--- src/rtl/cla_add_scheduler.sv ---
// Two-requester adder scheduler that time-multiplexes one NBIT carry-lookahead
// slice across NWORDS words, least significant word first.
module cla_adder #(
    parameter int NBIT = 4
) (
    input  logic [NBIT-1:0] a,
    input  logic [NBIT-1:0] b,
    input  logic            cin,
    output logic [NBIT-1:0] s,
    output logic            cout
);
    logic [NBIT-1:0] p;
    logic [NBIT-1:0] g;
    logic [NBIT:0]   c;

    assign p = a ^ b;
    assign g = a & b;

    // each carry is a flat sum of generate terms, not a ripple chain
    always_comb begin
        logic acc;
        logic pp;
        acc = 1'b0;
        pp  = 1'b0;
        c   = '0;
        c[0] = cin;
        for (int i = 0; i < NBIT; i++) begin
            acc = g[i];
            pp  = p[i];
            for (int j = i - 1; j >= 0; j--) begin
                acc = acc | (pp & g[j]);
                pp  = pp & p[j];
            end
            c[i+1] = acc | (pp & cin);
        end
    end

    assign s    = p ^ c[NBIT-1:0];
    assign cout = c[NBIT];
endmodule

module cla_add_scheduler #(
    parameter int NBIT   = 4,
    parameter int NWORDS = 4,
    parameter int W      = NBIT * NWORDS
) (
    input  logic         clk,
    input  logic         rst_n,
    input  logic         req0_valid,
    output logic         req0_ready,
    input  logic [W-1:0] req0_a,
    input  logic [W-1:0] req0_b,
    input  logic         req0_cin,
    input  logic         req1_valid,
    output logic         req1_ready,
    input  logic [W-1:0] req1_a,
    input  logic [W-1:0] req1_b,
    input  logic         req1_cin,
    output logic         rsp_valid,
    input  logic         rsp_ready,
    output logic [W-1:0] rsp_sum,
    output logic         rsp_cout,
    output logic         rsp_id
);
    localparam int KW = (NWORDS > 1) ? $clog2(NWORDS) : 1;
    localparam logic [KW-1:0] KLAST = KW'(NWORDS - 1);

    typedef enum logic [1:0] {IDLE, ADD, DONE} state_t;

    state_t          state;
    logic            prio;
    logic [KW-1:0]   k;
    logic            carry;
    logic [W-1:0]    op_a;
    logic [W-1:0]    op_b;
    logic            grant;
    logic            accept;
    logic [NBIT-1:0] add_s;
    logic            add_c;

    always_comb begin
        grant = prio;
        if (req0_valid && !req1_valid)
            grant = 1'b0;
        else if (req1_valid && !req0_valid)
            grant = 1'b1;
    end

    assign req0_ready = (state == IDLE) && !grant;
    assign req1_ready = (state == IDLE) && grant;
    assign accept = (req0_valid && req0_ready)
                  || (req1_valid && req1_ready);

    // operands shift down so word k always sits in the low slice
    cla_adder #(.NBIT(NBIT)) u_add (
        .a    (op_a[NBIT-1:0]),
        .b    (op_b[NBIT-1:0]),
        .cin  (carry),
        .s    (add_s),
        .cout (add_c)
    );

    always_ff @(posedge clk or negedge rst_n) begin
        if (!rst_n) begin
            state     <= IDLE;
            prio      <= 1'b0;
            k         <= '0;
            carry     <= 1'b0;
            op_a      <= '0;
            op_b      <= '0;
            rsp_valid <= 1'b0;
            rsp_sum   <= '0;
            rsp_cout  <= 1'b0;
            rsp_id    <= 1'b0;
        end else begin
            unique case (state)
                IDLE: begin
                    if (accept) begin
                        op_a   <= grant ? req1_a : req0_a;
                        op_b   <= grant ? req1_b : req0_b;
                        carry  <= grant ? req1_cin : req0_cin;
                        rsp_id <= grant;
                        k      <= '0;
                        state  <= ADD;
                    end
                end
                ADD: begin
                    op_a    <= op_a >> NBIT;
                    op_b    <= op_b >> NBIT;
                    rsp_sum <= {add_s, rsp_sum[W-1:NBIT]};
                    carry   <= add_c;
                    k       <= k + 1'b1;
                    if (k == KLAST) begin
                        k         <= '0;
                        rsp_cout  <= add_c;
                        rsp_valid <= 1'b1;
                        state     <= DONE;
                    end
                end
                DONE: begin
                    if (rsp_ready) begin
                        rsp_valid <= 1'b0;
                        prio      <= ~rsp_id;
                        state     <= IDLE;
                    end
                end
                default: state <= IDLE;
            endcase
        end
    end
endmodule
--- config.mk ---
export PLATFORM = sky130hd
export DESIGN_NAME = cla_add_scheduler
export DESIGN_NICKNAME = d
export VERILOG_FILES = /design/src/rtl/cla_add_scheduler.sv
export SDC_FILE = /design/constraint.sdc
export NUM_CORES = 1
export LEC_CHECK = 0
export ABC_AREA = 1
export BUFFER_PORTS_ARGS = -buffer_cell sky130_fd_sc_hd__clkbuf_2
export CORE_MARGIN = 2
export CORE_UTILIZATION = 52
export DETAILED_ROUTE_END_ITERATION = 16
export PLACE_DENSITY_LB_ADDON = 0.2
export SLEW_MARGIN = 10
export SYNTH_ARGS = -nofsm -noshare
export SYNTH_HDL_FRONTEND = slang
export SYNTH_SLANG_ARGS = --single-unit
--- constraint.sdc ---
create_clock -name clk -period 1.6 [get_ports clk]
set_input_delay 0.16 -clock clk [delete_from_list [all_inputs] [get_ports clk]]
set_output_delay 0.16 -clock clk [all_outputs]
set_load 0.01 [all_outputs]
# After elaboration in Yosys (flattened, before gate mapping)
# Index checks and enable logic that the tools add are counted.
totals:
  register_bits: 57
  latch_bits: 0
  ramBits: 0
  romBits: 0
  in_bits: 71
  elab_cells: 87
  n_memories: 0
classes:
  addsub: 1
  n_mul: 0
  div: 0
  order_cmp: 0
  eq_ne: 6
  shift: 0
  muxes: 21
  n_bitwise: 30
  reduce_logical: 19
op_table:
  columns: ["operator", "count"]
  rows:
  - ["2-to-1 mux 16 bit", 4]
  - ["one-hot mux 16 bit (2 select lines)", 2]
  - ["bitwise AND 1 bit", 16]
  - ["2-to-1 mux 2 bit", 5]
  - ["OR 1 bit", 10]
  - ["AND reduction 2 bit", 4]
  - ["bitwise XOR 4 bit", 2]
  - ["logical AND 1 bit", 6]
  - ["2-to-1 mux 1 bit", 6]
  - ["!= test 2 bit (second input constant)", 3]
  - ["one-hot mux 2 bit (3 select lines)", 1]
  - ["AND reduction 3 bit", 2]
  - ["bitwise AND 4 bit", 1]
  - ["== test 2 bit (second input constant)", 2]
  - ["one-hot mux 1 bit (2 select lines)", 2]
  - ["one-hot mux 2 bit (2 select lines)", 1]
  - ["nonzero test 2 bit", 2]
  - ["zero test 1 bit", 3]
  - ["adder 2 x 1 -> 2 bit (second input constant)", 1]
  - ["== test 2 x 1 -> 1 bit (second input constant)", 1]
  - ["zero test 2 bit", 1]
  - ["logical OR 1 bit", 1]
  - ["inverter 1 bit", 1]

# Logic depth before layout (Yosys ltp)
# Gate-level depths: netlist (run 1).
logic_depth:
  word_depth: 10
  mapped_depth: 8
  ltp_nobuf: 8

# Cells and area by module
# Synthesis (run 1) repeated with hierarchy kept, for this count alone.
unflattened:
  hier_cells: 433
  hier_area_um2: 3153.0
modules_own_cells:
  columns: ["module", "n_inst", "cells_per_inst", "area_each_um2", "seq_area_each_um2"]
  rows:
  - ["cla_add_scheduler", 1, 406, 2979.1, 1426.4]
  - ["cla_adder", 1, 27, 173.9, 0.0]

# Worst setup path before layout (run 1)
# No wires, ideal clock.
synth_path:
  path_type: "reg2reg"
  start: "register op_a[1]"
  end: "register carry"
  setup_time_ns: 0.117
  arrival_ns: 1.273
  slack_ns: 0.209
  path_stages_with_launch: 7
  period_less_slack_ns: 1.391
  cell_sequence: "dfrtp_1 > ha_1 > or2_2 > nand3_1 > nand3_1 > nand3_1 > nand2_1"
synth_between:
  elab_chain_len: 6
synth_rtl:
  columns: ["element", "line", "rtl"]
  rows:
  - ["from (decl)", "74", "logic [W-1:0] op_a;"]
  - ["from (signal assigned)", "119", "op_a <= grant ? req1_a : req0_a;"]
  - ["from (signal assigned)", "128", "op_a <= op_a >> NBIT;"]
  - ["bitwise AND 4 bit or bitwise XOR 4 bit (tied branches)", "17, 16", null]
  - ["bitwise AND 1 bit (on tied branches)", "31, 32", null]
  - ["OR 1 bit, or another cell as far along", "31", "acc = acc | (pp & g[j]);"]
  - ["OR 1 bit or bitwise AND 1 bit (tied branches)", "31, 34", null]
  - ["OR 1 bit (*)", "34", "c[i+1] = acc | (pp & cin);"]
  - ["one-hot mux 1 bit (2 select lines) (*)", "116", "unique case (state)"]
  - ["to (signal assigned)", "121", "carry <= grant ? req1_cin : req0_cin;"]
  - ["to (decl)", "73", "logic carry;"]
# Mark *: on every way between the ends. The rest lies on a longest branch, timed or not.
# A chain may end at the register's enable or synchronous reset.

# Worst setup path after layout (run 1)
layout_path:
  start: "register prio"
  end: "output port req1_ready"
layout_between:
  elab_chain_len: 3
layout_rtl:
  columns: ["element", "line", "rtl"]
  rows:
  - ["from (decl)", "71", "logic prio;"]
  - ["from (signal assigned)", "143", "prio <= ~rsp_id;"]
  - ["2-to-1 mux 1 bit", "85", "else if (req1_valid && !req0_valid)"]
  - ["2-to-1 mux 1 bit", "83", "if (req0_valid && !req1_valid)"]
  - ["logical AND 1 bit", "90", "assign req1_ready = (state == IDLE) && grant;"]
  - ["to (decl)", "55", "output logic req1_ready,"]
# No other way between the ends.

==> results of run 1 <==
## synthesized netlist by cell type
cell type	n	area, um^2
buf_1	1	3.75
inv_2	2	7.51
o22ai_1	1	6.26
nor2_2	1	6.26
a22o_1	1	8.76
inv_1	25	93.8
nand2_1	129	484
o21ai_1	7	35.0
buf_6	3	33.8
o21ai_0	32	160
nand3b_1	1	7.51
xor2_1	1	8.76
nor2_1	38	143
fa_1	1	20.0
dfrtp_1	57	1430
nand4_1	1	6.26
buf_2	18	90.1
nand2_2	2	12.5
o31ai_1	2	15.0
clkbuf_1	1	3.75
and3_1	1	6.26
nor2_4	2	22.5
ha_1	5	62.6
nand3_1	56	280
or2_2	1	6.26
a21oi_1	20	100
clkbuf_2	1	5.00
## power breakdown
group	switching [mW]	internal, mW	total [mW]
clock	0.559	0.917	1.48
combinational	2.78	1.81	4.58
sequential	0.385	2.16	2.54
## logic make-up (layout without fill, tap and decap cells)
kind of cell,count (synthesis),after routing
DFF,57,57
adders and majority gates,6,6
and+or+nand+nor,232,232
buffers and inverters,51,150
xor gates and xnor gates,1,1
AOI/OAI and AO/OA,63,63
## critical path, stage by stage, from the launching register on
cell	delay (ns)
dfrtp_1	0.38
nand2_1	0.08
nand2_2	0.12
nand2_4	0.09
buf_12	0.15
nor2_2	0.08
buf_2	0.14
## what timing repair did
item / 4_1_cts / 5_1_grt
hold endpoints to repair: 20 / 0
setup endpoints to repair: 1 / 2
gates cloned: 0 / 2
hold buffers: 1 / 0
buffers inserted: 0 / 1
pin swaps: 0 / 3
gates resized for setup: 1 / 9
## layout make-up
cell class	instances	area, um^2
Clock buffer	11	141
Clock inverter	5	78.8
Fill cell	450	1610
Inverter	27	101
Multi-Input combinational cell	302	1420
Sequential cell	57	1430
Tap cell	72	90.1
Timing Repair Buffer	107	711
## flip-flops by register name (all words and copies together), names as in the netlist
name,flops
rsp_valid,1
op_b,16
rsp_id,1
k,2
rsp_cout,1
op_a,16
rsp_sum,16
carry,1
prio,1
state,2
## metal layers
layer / vias to the layer above / share of wire, % / global-route usage (%)
li1: 1514 / - / -
met5: - / 0 / 0
met4: 0 / 0.95 / 8.81
met3: 8 / 5.7 / 4.49
met2: 94 / 50 / 43.8
met1: 1371 / 44 / 30.8
## final timing paths
kind	end	depth (start not counted)	slack (ns)	start
worst min-delay path	state[1]	2	0.04	rsp_ready
worst max-delay path	req1_ready	6	0.07	prio
max in group asynchronous	op_b[7]	3	0.71	rst_n
worst min register to register	op_b[7]	2	0.48	op_b[7]
worst max register to register	op_a[0]	8	0.11	state[1]
min in group asynchronous	rsp_sum[1]	2	0.37	rst_n
## metrics by stage
stage,total power [mW],hold WS [ns],cells
after floorplan,5.70,-0.136,410
after global placement,6.79,0.194,561
after detailed placement,6.91,0.188,561
after CTS,8.46,0.0285,578
after global routing,9.46,0.0490,581
final,8.61,0.0363,581
==> out/results.txt, run 1 <==
WP data required -> 1.44 ns
CP Max Fanout -> 17
DR pass1 iterations -> 4
Multiplexer area fraction after synthesis -> 0%
Post-synthesis sequential area ratio -> 46.7%
Clock skew -> 0.00827 ns
Leading cell types in the layout, fill and taps excluded -> nand2_1, clkbuf_2, dfrtp_1
Reg clk slew, reported paths -> 0.06 ns
Yosys warning count -> 0
CTS tree -> done
GRT Total Usage -> 25.0%
Crit path launch type -> flop
Die height -> 80.7 um
Unrepaired setup endpoints after global routing -> true
Core region area -> 0.00557 mm^2
Register bit total from synthesis -> 57
Setup TNS -> 0 ns
Top-level I/O count -> 92
RD Place Congestion -> 0.866
Per-cell routed wire length -> 13.1 um
Dpl hpwl -> 5130 um
Drt via density -> 5.14
Area Overhead vs Synth -> 29.8%
IO buf count -> 91
CTS Sinks -> 57
Area after detailed placement -> 0.00364 mm^2
Finished Core Util -> 71.2%
Slew Limit Headroom -> 60.0%
Setup-failing EPs final -> 0
Design area -> 0.00397 mm^2
Status -> complete, no violations
Num CTS Buffers -> 9
Initial antenna violation count -> 0
Vias in the first global route -> 2,800
Final slew viol count -> 0
Max-Cap Viols -> 0
Layout cells sized above 1 -> 25.9%
Critical Path AT -> 1.37 ns
Worst skew pair latency -> 0.33 ns
Complex-gate fraction of the synthesized area -> 10.6%
Final wirelength -> 7590 um
Clock Root Buffer -> clkbuf_8
Cell Pwr Density -> 2170 mW/mm^2
Initial DRC count -> 105
Post-Synth Adder-Cell Area -> 2.70%
Largest net degree at the start of global routing -> 44
Area of the mapped netlist -> 0.00306 mm^2
Netlist cell types -> 27
H-tree depth -> 3
Crit end category -> output pin
Site row count -> 27
Fin. Hold Viols -> 0
Mean Syn Cell Area -> 7.45 um^2
DR vias -> 2,987
P_leak -> 2.10 nW
Starting Density -> 54.8%
Synth Instances -> 410
Post-Synthesis Net Count -> 487
Die width -> 80.7 um
Number of diodes -> 0
Global-route wire length before repair -> 12,500 um
Main combinational cell family by area after synthesis -> simple AND/OR/NAND/NOR gates
Gr ovfl total -> 0
# DRC -> 0
Measured slew at the worst slew-check pin -> 0.600 ns
Nets -> 581
Commonest non-fill, non-tap cell in the layout -> nand2_1
F_max -> 652 MHz
Dpl ws -> 0.141 ns
Clock Path Buffers -> 2
Synth Area in Simple Gates -> 31.9%
Fin crit period -> 1.53 ns
Final cycle utilization of the critical path -> 95.9%
DRT antenna net count -> 0
Hold WC Path Type -> input port to flop
Xor-xnor portion of the synthesized cell area -> 0.287%
Final setup margin -> 0.0656 ns
WS Path Type -> flop to output pin
Max rail drop VDD -> 1.19 mV
Die area -> 0.00651 mm^2
Power figures use the tool's default switching activity.
==> run 2, diff against run 1 <==
- ABC_AREA: 1 -> unset
- CORE_UTILIZATION: 52 -> 50
==> out/results.txt, run 2 <==
H-tree depth -> 3
Dpl hpwl -> 3980 um
Core region area -> 0.00544 mm^2
Setup-failing EPs final -> 3
Fin crit period -> 1.65 ns
Drt via density -> 5.15
Clock share of power -> 21.2%
Maximum cell stage delay along the critical path -> 0.38 ns
Per-cell routed wire length -> 12.7 um
Top cell type by total area after synthesis -> dfrtp_1
CP Max Fanout -> 2
Clock Path Buffers -> 2
DRT antenna net count -> 0
Register bit total from synthesis -> 57
Area Overhead vs Synth -> 30.2%
Post-Synthesis Net Count -> 341
Mean Syn Cell Area -> 10.6 um^2
Status -> complete, but fails checks
Num CTS Buffers -> 9
Nets -> 441
Minimum hold slack -> 0.0283 ns
Internal Power -> 4.51 mW
RD Place Congestion -> 0.828
Most used DFF post-synth -> dfrtp_1
DR pass1 iterations -> 4
WP data required -> 1.81 ns
CTS tree -> done
# DRC -> 0
Max rail drop VDD -> 0.861 mV
Measured slew at the worst slew-check pin -> 0.347 ns
DR vias -> 2,272
Crit path launch type -> flop
FILL cells -> 451
Top Registers -> op_a (16), op_b (16), rsp_sum (16)
Gr ovfl total -> 0
Starting Density -> 51.4%
Top-level I/O count -> 92
Vias in the first global route -> 2,100
Failing checks -> negative setup slack
Die width -> 78.8 um
Reg power frac -> 35.1%
Global-route wire length before repair -> 9310 um
Flip-flop and latch area -> 0.00143 mm^2
P_leak -> 1.85 nW
Largest net degree at the start of global routing -> 58
Netlist cell types -> 34
Net Sw Power -> 2.69 mW
CP cell instances -> ha_1, a21o_1, a311o_1, a211oi_2, a21oi_1
Fin. Hold Viols -> 0
Area after detailed placement -> 0.00338 mm^2
Final slew viol count -> 0
Slew Limit Headroom -> 76.9%
Crit end category -> flop
Hold WC Path Type -> input port to flop
CP bufs+invs -> 0
Combinational Power Share -> 43.8%
Switching share of power -> 37.4%
Delay-heaviest family, CP -> compound AO/OA/AOI/OAI gates
Layout cells sized above 1 -> 36.3%
Design area -> 0.00364 mm^2
Max-Cap Viols -> 0
Most frequent cells after synthesis -> dfrtp_1, nand2_1, o21ai_1
GRT Total Usage -> 19.4%
Number of diodes -> 0
Reg clk slew, reported paths -> 0.07 ns
Synth top area cells -> dfrtp_1, mux2i_1, nand2_1, a22oi_1, o21ai_1
Clock Root Buffer -> clkbuf_8
Site row count -> 27
Yosys warning count -> 0
Die height -> 78.8 um
Initial antenna violation count -> 0
Most common cell in the synthesized netlist -> dfrtp_1
Critical Path AT -> 1.86 ns
Area of the mapped netlist -> 0.00279 mm^2
Post-synthesis sequential area ratio -> 51.1%
Asr flop ratio synth -> 100%
IO buf count -> 91
EDFF count, synth -> 0
Final setup margin -> -0.0539 ns
Initial DRC count -> 135
Die area -> 0.00620 mm^2
WS Path Type -> flop to flop
Commonest non-fill, non-tap cell in the layout -> clkbuf_2
Clock skew -> 0.00793 ns
Yosys top cell area share -> 51.1%
Multi-input gate area -> 0.00125 mm^2
Total power -> 7.20 mW
Cell Pwr Density -> 1980 mW/mm^2
CP max-delay cell -> dfrtp_1
Final wirelength -> 5610 um
Leading cell types in the layout, fill and taps excluded -> clkbuf_2, dfrtp_1, nand2_1
Final cycle utilization of the critical path -> 103%
Unrepaired setup endpoints after global routing -> true
CTS Sinks -> 57
Synth Instances -> 264
F_max -> 605 MHz
Worst skew pair latency -> 0.33 ns
run 2: cell count changes in the layout (fill, tap and decap cells not counted), moves of 3 or more:
cell,delta
buf_12,-3
nor2_1,-33
a21oi_1,-13
inv_1,-22
nand3_1,-56
buf_4,+6
a22oi_1,+24
mux2i_1,+32
o21ai_1,+29
o21ai_0,-30
nand2_1,-74
run 2: cells by family (layout without fill, tap and decap cells):
group                      after synthesis  after routing  synth area share (%)
muxes                                   33             33                  12.0
AOI/OAI and AO/OA                       80             80                  18.5
buffers and inverters                   22            127                  5.64
DFF                                     57             57                  51.1
adders and majority gates                6              6                  2.96
xor gates and xnor gates                 3              3                 0.941
and+or+nand+nor                         63             63                  8.96
run 2: area by class of cell:
| cell class | count | area share [%] |
|---|---|---|
| clock buffers | 11 | 4.16 |
| clock inverters | 5 | 2.13 |
| inverters | 4 | 0.413 |
| multi-input cells | 185 | 34.3 |
| flip-flops and latches | 57 | 39.2 |
| well taps | 72 | 2.48 |
| repair buffers | 107 | 17.3 |
run 2: power groups by stage:
stage          Sequential, mW  Combinational, mW  Clock, mW
2_1_floorplan            2.52               2.20          0
3_3_place_gp             2.53               3.04          0
3_5_place_dp             2.55               3.12          0
4_1_cts                  2.53               3.18       1.54
5_1_grt                  2.61               3.54       1.61
6_report                 2.53               3.15       1.52
run 2: worst paths after layout:
path | depth (start not counted) | from | slack [ns] | endpoint
hold / removal | 2 | rsp_ready | 0.03 | state[1]
setup / recovery | 5 | op_a[0] | -0.05 | rsp_cout
min in group asynchronous | 3 | rst_n | 0.37 | rsp_sum[8]
hold reg to reg | 2 | rsp_sum[2] | 0.47 | rsp_sum[2]
setup reg to reg | 5 | op_a[0] | -0.05 | rsp_cout
max in group asynchronous | 3 | rst_n | 0.98 | op_a[14]
run 2: worst reg2reg max path: cells and delay by family (launching register included):
kind                     cells  cell delay [ns]
AO/OA/AOI/OAI                4             0.85
flip-flops                   1             0.38
adder cells (fa/ha/maj)      1             0.29
run 2: timing repair:
item	CTS	global route
endpoints found under the hold margin	57	0
resized for setup	2	0
buffers inserted	0	2
hold buffers	1	0
pin swaps	1	2
setup endpoints to repair	3	4
run 2: metal layers:
layer  track usage, %  vias up  part of all wire (%)
met2             30.9       73                    48
met4             10.0        0                   1.7
li1                 -     1142                     -
met3             3.75        8                   5.0
met1             25.3     1049                    45
met5                0        -                     0
run 2: per-stage QoR:
stage	worst slack, ns	instances	utilization, %	setup TNS, ns
4_1_cts	-0.0513	439	66.6	-0.0994
5_1_grt	-0.141	441	66.9	-0.317
3_3_place_gp	0.00257	422	62.1	0
6_report	-0.0539	441	66.9	-0.103
3_5_place_dp	-0.0271	422	62.1	-0.0664
2_1_floorplan	0.0292	264	-	0
==> run 3, diff against run 2 <==
- CORE_ASPECT_RATIO: unset -> 0.8
- CORE_UTILIZATION: 50 -> 40
==> out/results.txt, run 3 (same netlist as run 2, synthesis figures left out) <==
Drt via density -> 5.00
Critical Path AT -> 1.85 ns
Core region area -> 0.00682 mm^2
Leading cell types in the layout, fill and taps excluded -> clkbuf_2, dfrtp_1, nand2_1
Worst skew pair latency -> 0.34 ns
Die area -> 0.00767 mm^2
F_max -> 615 MHz
Initial DRC count -> 93
Global-route wire length before repair -> 10,100 um
Nets -> 446
Gr ovfl total -> 0
Slew Limit Headroom -> 65.9%
Area Overhead vs Synth -> 31.5%
Commonest non-fill, non-tap cell in the layout -> clkbuf_2
Number of diodes -> 0
CP Max Fanout -> 2
Metal-1 WL -> 2940 um
Area after detailed placement -> 0.00339 mm^2
Dpl ws -> -0.0326 ns
Top-level I/O count -> 92
GRT Total Usage -> 16.8%
Max rail drop VDD -> 0.739 mV
Cell Pwr Density -> 1920 mW/mm^2
Dpl hpwl -> 4240 um
Crit end category -> flop
Top Registers -> op_a (16), op_b (16), rsp_sum (16)
CP cell instances -> ha_1, a21o_1, a311o_1, a211oi_2, a21oi_1
Fin. Hold Viols -> 0
Met2 wire length -> 2620 um
DR WL met3 -> 367 um
WS Path Type -> flop to flop
# DRC -> 0
Minimum hold slack -> 0.0876 ns
CTS tree -> done
Final cycle utilization of the critical path -> 102%
Setup TNS -> -0.0416 ns
Die width -> 97.4 um
Clock Path Buffers -> 2
H-tree depth -> 3
Total power -> 7.04 mW
Top sig layer -> met4
Die height -> 78.8 um
Failing checks -> negative setup slack
DR vias -> 2,294
Vias in the first global route -> 2,166
Num CTS Buffers -> 9
WP data required -> 1.82 ns
Max-Cap Viols -> 0
P_leak -> 1.86 nW
Clock skew -> 0.00730 ns
Final wirelength -> 6060 um
Clock Root Buffer -> clkbuf_8
Fin crit period -> 1.63 ns
IO buf count -> 91
CP max-delay cell -> dfrtp_1
Per-cell routed wire length -> 13.2 um
CTS Sinks -> 57
DRT antenna net count -> 0
Hold WC Path Type -> input port to flop
Final setup margin -> -0.0264 ns
Maximum cell stage delay along the critical path -> 0.39 ns
Layout cells sized above 1 -> 36.8%
Initial antenna violation count -> 0
Design area -> 0.00367 mm^2
Reg clk slew, reported paths -> 0.06 ns
RD Place Congestion -> 0.785
Measured slew at the worst slew-check pin -> 0.511 ns
Unrepaired setup endpoints after global routing -> true
Final slew viol count -> 0
DR pass1 iterations -> 5
FILL cells -> 641
Setup-failing EPs final -> 2
Largest net degree at the start of global routing -> 40
Starting Density -> 40.9%
Crit path launch type -> flop
Status -> complete, but fails checks
Site row count -> 27
## run 3: repair_timing
item | CTS | global route
buffers inserted | 3 | 3
endpoints found under the hold margin | 19 | 0
endpoints found under the setup margin | 4 | 5
hold buffers | 2 | 0
pin swaps | 1 | 0
resized for setup | 1 | 2
cloned | 1 | 0
## run 3: final cells by class
class	count	area, um^2	area share, %
clock buffer	10	138	3.75
tap	87	109	2.96
multi-input combinational	185	1250	34.0
timing repair buffer	112	693	18.9
inverter	4	15.0	0.409
sequential	57	1430	38.8
clock inverter	4	45.0	1.23
## run 3: report_power, final
| group | total (mW) | internal, mW | switching, mW |
|---|---|---|---|
| logic | 3.24 | 1.54 | 1.69 |
| registers | 2.54 | 2.08 | 0.453 |
| clock network | 1.27 | 0.734 | 0.535 |
## run 3: path summary, 6_finish.rpt
path	startpoint	end	slack, ns	depth (start not counted)
setup / recovery	op_a[0]	rsp_cout	-0.03	5
hold / removal	req0_b[8]	op_b[8]	0.09	3
setup reg to reg	op_a[0]	rsp_cout	-0.03	5
hold reg to reg	rsp_sum[2]	rsp_sum[2]	0.47	2
max in group asynchronous	rst_n	op_b[0]	0.70	3
min in group asynchronous	rst_n	rsp_sum[1]	0.32	2
## run 3: layer usage
| metal | track usage [%] | vias up |
|---|---|---|
| met3 | 5.99 | 12 |
| met1 | 22.0 | 1067 |
| met5 | 0 | - |
| met2 | 25.1 | 70 |
| met4 | 7.36 | 0 |
| li1 | - | 1145 |
## run 3: critical path, delay by kind of cell (launching register included)
kind                       cells  cell delay [ns]
AOI/OAI and AO/OA              4             0.83
adders and majority gates      1             0.29
DFF                            1             0.39
## run 3: per-stage QoR
stage          util (%)  std cells
2_1_floorplan         -        264
3_3_place_gp       49.6        436
3_5_place_dp       49.6        436
4_1_cts            53.4        456
5_1_grt            53.8        459
6_report           53.8        459
